### src/rtl/axi_stream_burst_writer_pkg.sv
// Shared types and constants for the AXI stream burst writer.
package axi_wb_pkg;

    typedef enum logic [2:0] {
        ST_IDLE,
        ST_ADDR,
        ST_DATA,
        ST_RESP,
        ST_FIN
    } state_t;

    localparam logic [1:0] AXI_BURST_INCR = 2'b01;
    localparam logic [1:0] AXI_RESP_OKAY  = 2'b00;

    // awsize encodes log2 of the bytes per beat
    function automatic logic [2:0] awsize_for(input int unsigned data_width);
        case (data_width)
            8:       return 3'd0;
            16:      return 3'd1;
            32:      return 3'd2;
            64:      return 3'd3;
            default: return 3'd2;
        endcase
    endfunction

endpackage

### src/rtl/axi_stream_burst_writer_if.sv
// Input stream plus AXI write address/data/response channels.
interface axi_stream_burst_writer_if #(
    parameter int unsigned DATA_WIDTH = 32,
    parameter int unsigned ADDR_WIDTH = 16
);
    logic [DATA_WIDTH-1:0]   s_data;
    logic                    s_valid;
    logic                    s_ready;

    logic [ADDR_WIDTH-1:0]   axi_awaddr;
    logic [7:0]              axi_awlen;
    logic [2:0]              axi_awsize;
    logic [1:0]              axi_awburst;
    logic                    axi_awvalid;
    logic                    axi_awready;

    logic [DATA_WIDTH-1:0]   axi_wdata;
    logic [DATA_WIDTH/8-1:0] axi_wstrb;
    logic                    axi_wlast;
    logic                    axi_wvalid;
    logic                    axi_wready;

    logic [1:0]              axi_bresp;
    logic                    axi_bvalid;
    logic                    axi_bready;

    modport master (
        input  s_data, s_valid,
        output s_ready,
        output axi_awaddr, axi_awlen, axi_awsize, axi_awburst, axi_awvalid,
        input  axi_awready,
        output axi_wdata, axi_wstrb, axi_wlast, axi_wvalid,
        input  axi_wready,
        input  axi_bresp, axi_bvalid,
        output axi_bready
    );

    modport slave (
        output s_data, s_valid,
        input  s_ready,
        input  axi_awaddr, axi_awlen, axi_awsize, axi_awburst, axi_awvalid,
        output axi_awready,
        input  axi_wdata, axi_wstrb, axi_wlast, axi_wvalid,
        output axi_wready,
        output axi_bresp, axi_bvalid,
        input  axi_bready
    );

endinterface

### src/rtl/axi_stream_burst_writer_split.sv
// Combinational burst sizing: beats for the current burst and the
// address/remaining count once that burst completes.
module axi_burst_split #(
    parameter int unsigned ADDR_WIDTH = 16,
    parameter int unsigned LEN_WIDTH  = 16,
    parameter int unsigned DATA_WIDTH = 32,
    parameter int unsigned MAX_BURST  = 16
) (
    input  logic [LEN_WIDTH-1:0]  remaining,
    input  logic [ADDR_WIDTH-1:0] addr,
    output logic [8:0]            beats,
    output logic [7:0]            awlen,
    output logic [ADDR_WIDTH-1:0] next_addr,
    output logic [LEN_WIDTH-1:0]  next_remaining
);
    localparam int unsigned BYTES = DATA_WIDTH / 8;

    logic [31:0] rem_w;
    logic [31:0] beats_w;

    always_comb begin
        rem_w          = 32'(remaining);
        beats_w        = (rem_w < 32'(MAX_BURST)) ? rem_w : 32'(MAX_BURST);
        beats          = beats_w[8:0];
        awlen          = 8'(beats_w - 32'd1);
        next_remaining = remaining - LEN_WIDTH'(beats_w);
        next_addr      = addr + ADDR_WIDTH'(beats_w * BYTES);
    end

endmodule

### src/rtl/axi_stream_burst_writer.sv
// Splits a stream of num_beats words into INCR bursts of up to MAX_BURST
// beats and writes them over AXI starting at base_addr.
module axi_stream_burst_writer
    import axi_wb_pkg::*;
#(
    parameter int unsigned DATA_WIDTH = 32,
    parameter int unsigned ADDR_WIDTH = 16,
    parameter int unsigned LEN_WIDTH  = 16,
    parameter int unsigned MAX_BURST  = 16
) (
    input  logic                  clk,
    input  logic                  rst,
    input  logic                  start,
    input  logic [ADDR_WIDTH-1:0] base_addr,
    input  logic [LEN_WIDTH-1:0]  num_beats,
    output logic                  busy,
    output logic                  valid,
    output logic                  error,
    axi_stream_burst_writer_if.master bus
);
    state_t                state;
    logic [ADDR_WIDTH-1:0] addr;
    logic [LEN_WIDTH-1:0]  remaining;
    logic [7:0]            beat_cnt;

    logic [8:0]            beats;
    logic [7:0]            awlen;
    logic [ADDR_WIDTH-1:0] next_addr;
    logic [LEN_WIDTH-1:0]  next_remaining;
    logic                  in_data;
    logic                  last_beat;
    logic                  beat_xfer;

    axi_burst_split #(
        .ADDR_WIDTH (ADDR_WIDTH),
        .LEN_WIDTH  (LEN_WIDTH),
        .DATA_WIDTH (DATA_WIDTH),
        .MAX_BURST  (MAX_BURST)
    ) u_split (
        .remaining      (remaining),
        .addr           (addr),
        .beats          (beats),
        .awlen          (awlen),
        .next_addr      (next_addr),
        .next_remaining (next_remaining)
    );

    assign in_data   = (state == ST_DATA);
    assign last_beat = (({1'b0, beat_cnt} + 9'd1) == beats);
    assign beat_xfer = in_data && bus.s_valid && bus.axi_wready;

    assign busy  = (state != ST_IDLE);
    assign valid = (state == ST_FIN);

    // aw fields come straight from registers, so they hold while awvalid waits
    assign bus.axi_awvalid = (state == ST_ADDR);
    assign bus.axi_awaddr  = addr;
    assign bus.axi_awlen   = awlen;
    assign bus.axi_awsize  = awsize_for(DATA_WIDTH);
    assign bus.axi_awburst = AXI_BURST_INCR;

    assign bus.axi_wvalid  = in_data && bus.s_valid;
    assign bus.s_ready     = in_data && bus.axi_wready;
    assign bus.axi_wdata   = bus.s_data;
    assign bus.axi_wstrb   = '1;
    assign bus.axi_wlast   = in_data && last_beat;
    assign bus.axi_bready  = (state == ST_RESP);

    always_ff @(posedge clk) begin
        if (rst) begin
            state     <= ST_IDLE;
            addr      <= '0;
            remaining <= '0;
            beat_cnt  <= '0;
            error     <= 1'b0;
        end else begin
            case (state)
                ST_IDLE: begin
                    if (start) begin
                        addr      <= base_addr;
                        remaining <= num_beats;
                        beat_cnt  <= '0;
                        error     <= 1'b0;
                        state     <= (num_beats == '0) ? ST_FIN : ST_ADDR;
                    end
                end
                ST_ADDR: begin
                    if (bus.axi_awready) state <= ST_DATA;
                end
                ST_DATA: begin
                    if (beat_xfer) begin
                        if (last_beat) begin
                            beat_cnt <= '0;
                            state    <= ST_RESP;
                        end else begin
                            beat_cnt <= beat_cnt + 8'd1;
                        end
                    end
                end
                ST_RESP: begin
                    if (bus.axi_bvalid) begin
                        if (bus.axi_bresp != AXI_RESP_OKAY) error <= 1'b1;
                        remaining <= next_remaining;
                        addr      <= next_addr;
                        state     <= (next_remaining != '0) ? ST_ADDR : ST_FIN;
                    end
                end
                ST_FIN:  state <= ST_IDLE;
                default: state <= ST_IDLE;
            endcase
        end
    end

endmodule

### src/flat_wrapper.sv
// flat-port wrapper written by rule: the top's interface ports become plain ports
module axi_stream_burst_writer_flat import axi_wb_pkg::*;
#(
    parameter int unsigned DATA_WIDTH = 32,
    parameter int unsigned ADDR_WIDTH = 16,
    parameter int unsigned LEN_WIDTH  = 16,
    parameter int unsigned MAX_BURST  = 16
)
  (clk, rst, start, base_addr, num_beats, busy, valid, error, bus_s_data, bus_s_valid, bus_s_ready, bus_axi_awaddr, bus_axi_awlen, bus_axi_awsize, bus_axi_awburst, bus_axi_awvalid, bus_axi_awready, bus_axi_wdata, bus_axi_wstrb, bus_axi_wlast, bus_axi_wvalid, bus_axi_wready, bus_axi_bresp, bus_axi_bvalid, bus_axi_bready);
  axi_stream_burst_writer_if #(.DATA_WIDTH(DATA_WIDTH), .ADDR_WIDTH(ADDR_WIDTH)) bus_i ();
  input  logic clk;
  input  logic rst;
  input  logic start;
  input  logic [ADDR_WIDTH-1:0] base_addr;
  input  logic [LEN_WIDTH-1:0] num_beats;
  output logic busy;
  output logic valid;
  output logic error;
  input wire logic [$bits(bus_i.s_data)-1:0] bus_s_data;
  input wire logic [$bits(bus_i.s_valid)-1:0] bus_s_valid;
  output wire logic [$bits(bus_i.s_ready)-1:0] bus_s_ready;
  output wire logic [$bits(bus_i.axi_awaddr)-1:0] bus_axi_awaddr;
  output wire logic [$bits(bus_i.axi_awlen)-1:0] bus_axi_awlen;
  output wire logic [$bits(bus_i.axi_awsize)-1:0] bus_axi_awsize;
  output wire logic [$bits(bus_i.axi_awburst)-1:0] bus_axi_awburst;
  output wire logic [$bits(bus_i.axi_awvalid)-1:0] bus_axi_awvalid;
  input wire logic [$bits(bus_i.axi_awready)-1:0] bus_axi_awready;
  output wire logic [$bits(bus_i.axi_wdata)-1:0] bus_axi_wdata;
  output wire logic [$bits(bus_i.axi_wstrb)-1:0] bus_axi_wstrb;
  output wire logic [$bits(bus_i.axi_wlast)-1:0] bus_axi_wlast;
  output wire logic [$bits(bus_i.axi_wvalid)-1:0] bus_axi_wvalid;
  input wire logic [$bits(bus_i.axi_wready)-1:0] bus_axi_wready;
  input wire logic [$bits(bus_i.axi_bresp)-1:0] bus_axi_bresp;
  input wire logic [$bits(bus_i.axi_bvalid)-1:0] bus_axi_bvalid;
  output wire logic [$bits(bus_i.axi_bready)-1:0] bus_axi_bready;
  assign bus_i.s_data = bus_s_data;
  assign bus_i.s_valid = bus_s_valid;
  assign bus_s_ready = bus_i.s_ready;
  assign bus_axi_awaddr = bus_i.axi_awaddr;
  assign bus_axi_awlen = bus_i.axi_awlen;
  assign bus_axi_awsize = bus_i.axi_awsize;
  assign bus_axi_awburst = bus_i.axi_awburst;
  assign bus_axi_awvalid = bus_i.axi_awvalid;
  assign bus_i.axi_awready = bus_axi_awready;
  assign bus_axi_wdata = bus_i.axi_wdata;
  assign bus_axi_wstrb = bus_i.axi_wstrb;
  assign bus_axi_wlast = bus_i.axi_wlast;
  assign bus_axi_wvalid = bus_i.axi_wvalid;
  assign bus_i.axi_wready = bus_axi_wready;
  assign bus_i.axi_bresp = bus_axi_bresp;
  assign bus_i.axi_bvalid = bus_axi_bvalid;
  assign bus_axi_bready = bus_i.axi_bready;
  axi_stream_burst_writer #(.DATA_WIDTH(DATA_WIDTH), .ADDR_WIDTH(ADDR_WIDTH), .LEN_WIDTH(LEN_WIDTH), .MAX_BURST(MAX_BURST)) u_core (.clk(clk), .rst(rst), .start(start), .base_addr(base_addr), .num_beats(num_beats), .busy(busy), .valid(valid), .error(error), .bus(bus_i));
endmodule
### config.mk
export PLATFORM = sky130hd
export DESIGN_NAME = axi_stream_burst_writer_flat
export DESIGN_NICKNAME = d
export VERILOG_FILES = /design/src/rtl/axi_stream_burst_writer_pkg.sv /design/src/rtl/axi_stream_burst_writer_if.sv /design/src/rtl/axi_stream_burst_writer_split.sv /design/src/rtl/axi_stream_burst_writer.sv /design/src/flat_wrapper.sv
export SDC_FILE = /design/constraint.sdc
export NUM_CORES = 1
export LEC_CHECK = 0
export ABC_AREA = 0
export CORE_ASPECT_RATIO = 1.75
export CORE_UTILIZATION = 55
export DETAILED_ROUTE_END_ITERATION = 16
export DONT_BUFFER_PORTS = 1
export PLACE_DENSITY = 0.73
export REMOVE_ABC_BUFFERS = 1
export SYNTH_ARGS = -nofsm -noshare
export SYNTH_HDL_FRONTEND = slang
export SYNTH_SLANG_ARGS = --single-unit
### constraint.sdc
create_clock -name clk -period 3.04 [get_ports clk]
set_input_delay 0.152 -clock clk [delete_from_list [all_inputs] [get_ports clk]]
set_output_delay 0.152 -clock clk [all_outputs]
set_load 0.01 [all_outputs]
==> impl_metrics.json <==
{
  "drive_above_1_share_pct": 19.0,
  "grt_max_degree": 48,
  "end_kind": "flip-flop",
  "grt_pass1_wl_mm": 20.5,
  "synth.most_common_cell": "nand2_1",
  "hold_viol": 0,
  "synthToLayoutAreaGrowth_pct": 14.4,
  "finish.net_count": 622,
  "drt_iter0_markers": 256,
  "fin_tns_setup_ns": -0.0147,
  "ant_nets": 0,
  "timing.final.crit_share_pct": 100,
  "die_area_um2": 7260,
  "worst_pin_slew_ns": 0.759,
  "cts_tree": "built",
  "p_leak_nw": 1.74,
  "start_util_pct": 57.7,
  "ff2ff_path_depth": 14,
  "synth_edf_count": 0,
  "core_um2": 6590,
  "grt.total_usage_pct": 36.9,
  "path_max_fanout": 3,
  "htreeDepth": 2,
  "drv_slew": 0,
  "wl_mm": 13.2,
  "fin_skew_ns": 0.00967,
  "num_vias": 4105,
  "irDropWorstVdd_mv": 0.446,
  "cts-root-buf": "clkbuf_16",
  "place.gp.congestion": 1.03,
  "multi_input_area_um2": 2630,
  "cts.path.max_buffers": 2,
  "die_x_um": 64.8,
  "ys_ff_latch": 44,
  "synth_area_leaders": "dfxtp_1, buf_4, nand2_1, ha_1, nor2_1",
  "drv_cap": 0,
  "ys_warn_count": 0,
  "grt_pass1_vias": 4102,
  "synthFlopType": "dfxtp_1",
  "first_pass_iters": 5,
  "dieHeight_um": 112,
  "ys_top_cells_by_count": "nand2_1, nor2_1, dfxtp_1",
  "setup_violations": 1,
  "synth.cell_area_um2": 3800,
  "portBuffers": 0,
  "rsz0062_at_grt": "yes",
  "hpwl_mm": 9.74,
  "status": "complete, but fails checks",
  "r2r_slack_ns": -0.01,
  "ios": 146,
  "clock-sinks": 44,
  "required_ns": 3.20,
  "cp-endpoint": "u_core.bus.axi_awaddr[14]",
  "worstPathArrival_ns": 3.22,
  "postSynth.asyncResetShare_pct": 0,
  "overflow": 0,
  "via_per_inst": 6.67,
  "synth.top_cell.area_share_pct": 23.2,
  "hold_path_class": "in2reg",
  "synth_area_leader_cell": "dfxtp_1",
  "post_drt_wl_per_cell_um": 21.5,
  "fillCellCount": 567,
  "syn_area_per_cell_um2": 7.22,
  "drc": 0,
  "seqCellArea_um2": 882,
  "path_class": "reg2reg",
  "worstReg2RegEnd": "u_core.bus.axi_awaddr[14]",
  "antenna_found_initial": 1,
  "fin_ws_ns": -0.0147,
  "clkTransAtPathRegs_ns": 0.07,
  "period_minus_slack_ns": 3.05,
  "cp-startpoint": "u_core.remaining[7]",
  "fmax_mhz": 327,
  "ys_types": 64,
  "power_w": 0.00261,
  "p_per_area_nw_per_um2": 600,
  "clock_latency_ns": 0.30,
  "critPathLaunchType": "flip-flop",
  "syn_inst": 526,
  "seq_area_frac_synth_pct": 23.2,
  "numCtsBuffers": 5,
  "std_cell_rows": 39,
  "rr_startpoint": "u_core.remaining[7]",
  "violations": "negative setup slack",
  "slew_headroom_pct": 49.2
}
-- metal layers --
| layer | vias up | track usage, % | wire (um) |
|---|---|---|---|
| met1 | 1917 | 33.3 | 4040 |
| met5 | - | 4.41 | 40 |
| met2 | 237 | 64.4 | 6690 |
| met4 | 2 | 21.9 | 775 |
| met3 | 66 | 17.3 | 1670 |
| li1 | 1883 | - | - |
-- repair_timing --
item                                    4_1_cts  5_1_grt
gates cloned                                  0        0
buffers inserted                              4        4
endpoints found under the setup margin        8       12
gates resized for setup                      16       27
pin swaps                                     5       23
hold buffers                                  2        0
hold endpoints to repair                     31        0
-- cell families after synthesis --
kind of cell               synth area share, %
AOI/OAI and AO/OA                         27.2
xor gates and xnor gates                  2.08
adders and majority gates                 5.80
buffers and inverters                     13.7
DFF                                       23.2
muxes                                    0.527
other                                    0.198
and+or+nand+nor                           27.3
-- worst max-delay path, cell delays in order (launching register included) --
cell and delay [ns]:
dfxtp_2 0.32, or4_4 0.55, nor3_4 0.23, buf_6 0.13
and2_4 0.16, ha_4 0.14, inv_2 0.04, fa_2 0.38
nor2b_4 0.18, o31ai_4 0.10, a21oi_2 0.20, buf_4 0.15
o41ai_4 0.06, mux2i_1 0.17, a31oi_1 0.10
-- area by class of cell --
cell class | count | share of cell area, %
sequential | 44 | 20.3
timing repair buffer | 58 | 10.8
clock buffer | 5 | 2.88
inverter | 20 | 1.73
antenna | 1 | 0.0576
clock inverter | 2 | 1.38
multi-input combinational | 403 | 60.5
tap | 82 | 2.36
-- layout by cell type, fill, tap and decap left out, drive strengths merged, types with 7 or more instances in the layout --
master  synthesis  routed
nor3           27      27
buf            47      57
inv            20      20
nor2           48      48
a211oi         15      15
nand3          13      13
ha             16      16
and3            7       7
dfxtp          44      44
a22oi           7       7
conb            2      18
o21ai          24      24
nand2          58      58
nor4           17      17
a21oi          32      32
-- power breakdown --
part	total [W]	internal (W)	leakage, nW	switching, W
sequential	0.000735	0.000647	0.361	0.0000881
combinational	0.00117	0.000493	1.29	0.000674
clock	0.000705	0.000467	0.0899	0.000239
-- worst min path at each step --
| stage | start | end | slack, ns | depth (start not counted) |
|---|---|---|---|---|
| floorplan | rst | u_core.beat_cnt[0] | 0.22 | 1 |
| global placement | rst | u_core.bus.axi_awaddr[1] | 0.23 | 1 |
| detailed placement | rst | u_core.error | 0.23 | 1 |
| CTS | base_addr[0] | u_core.bus.axi_awaddr[0] | 0.01 | 2 |
| global route | base_addr[0] | u_core.bus.axi_awaddr[0] | 0.03 | 2 |
| finish | base_addr[0] | u_core.bus.axi_awaddr[0] | 0.02 | 2 |
-- flip-flops by register name (all words and copies together) (netlist names) --
name	cells
u_core.beat_cnt	8
u_core.bus.axi_awaddr	16
u_core.error	1
u_core.remaining	16
u_core.state	3
-- metrics by stage --
stage,instance area (um^2),utilization (%),hold WS [ns],worst slack [ns],cells
after floorplan,3410,-,0.221,-0.317,467
after global placement,3870,58.8,0.227,-0.0560,597
after detailed placement,3870,58.8,0.228,-0.129,597
after CTS,4190,63.6,0.0122,-0.0194,610
final,4350,66.0,0.0151,-0.0147,615
after global routing,4350,66.0,0.0263,-0.129,615
Power figures use the tool's default switching activity.
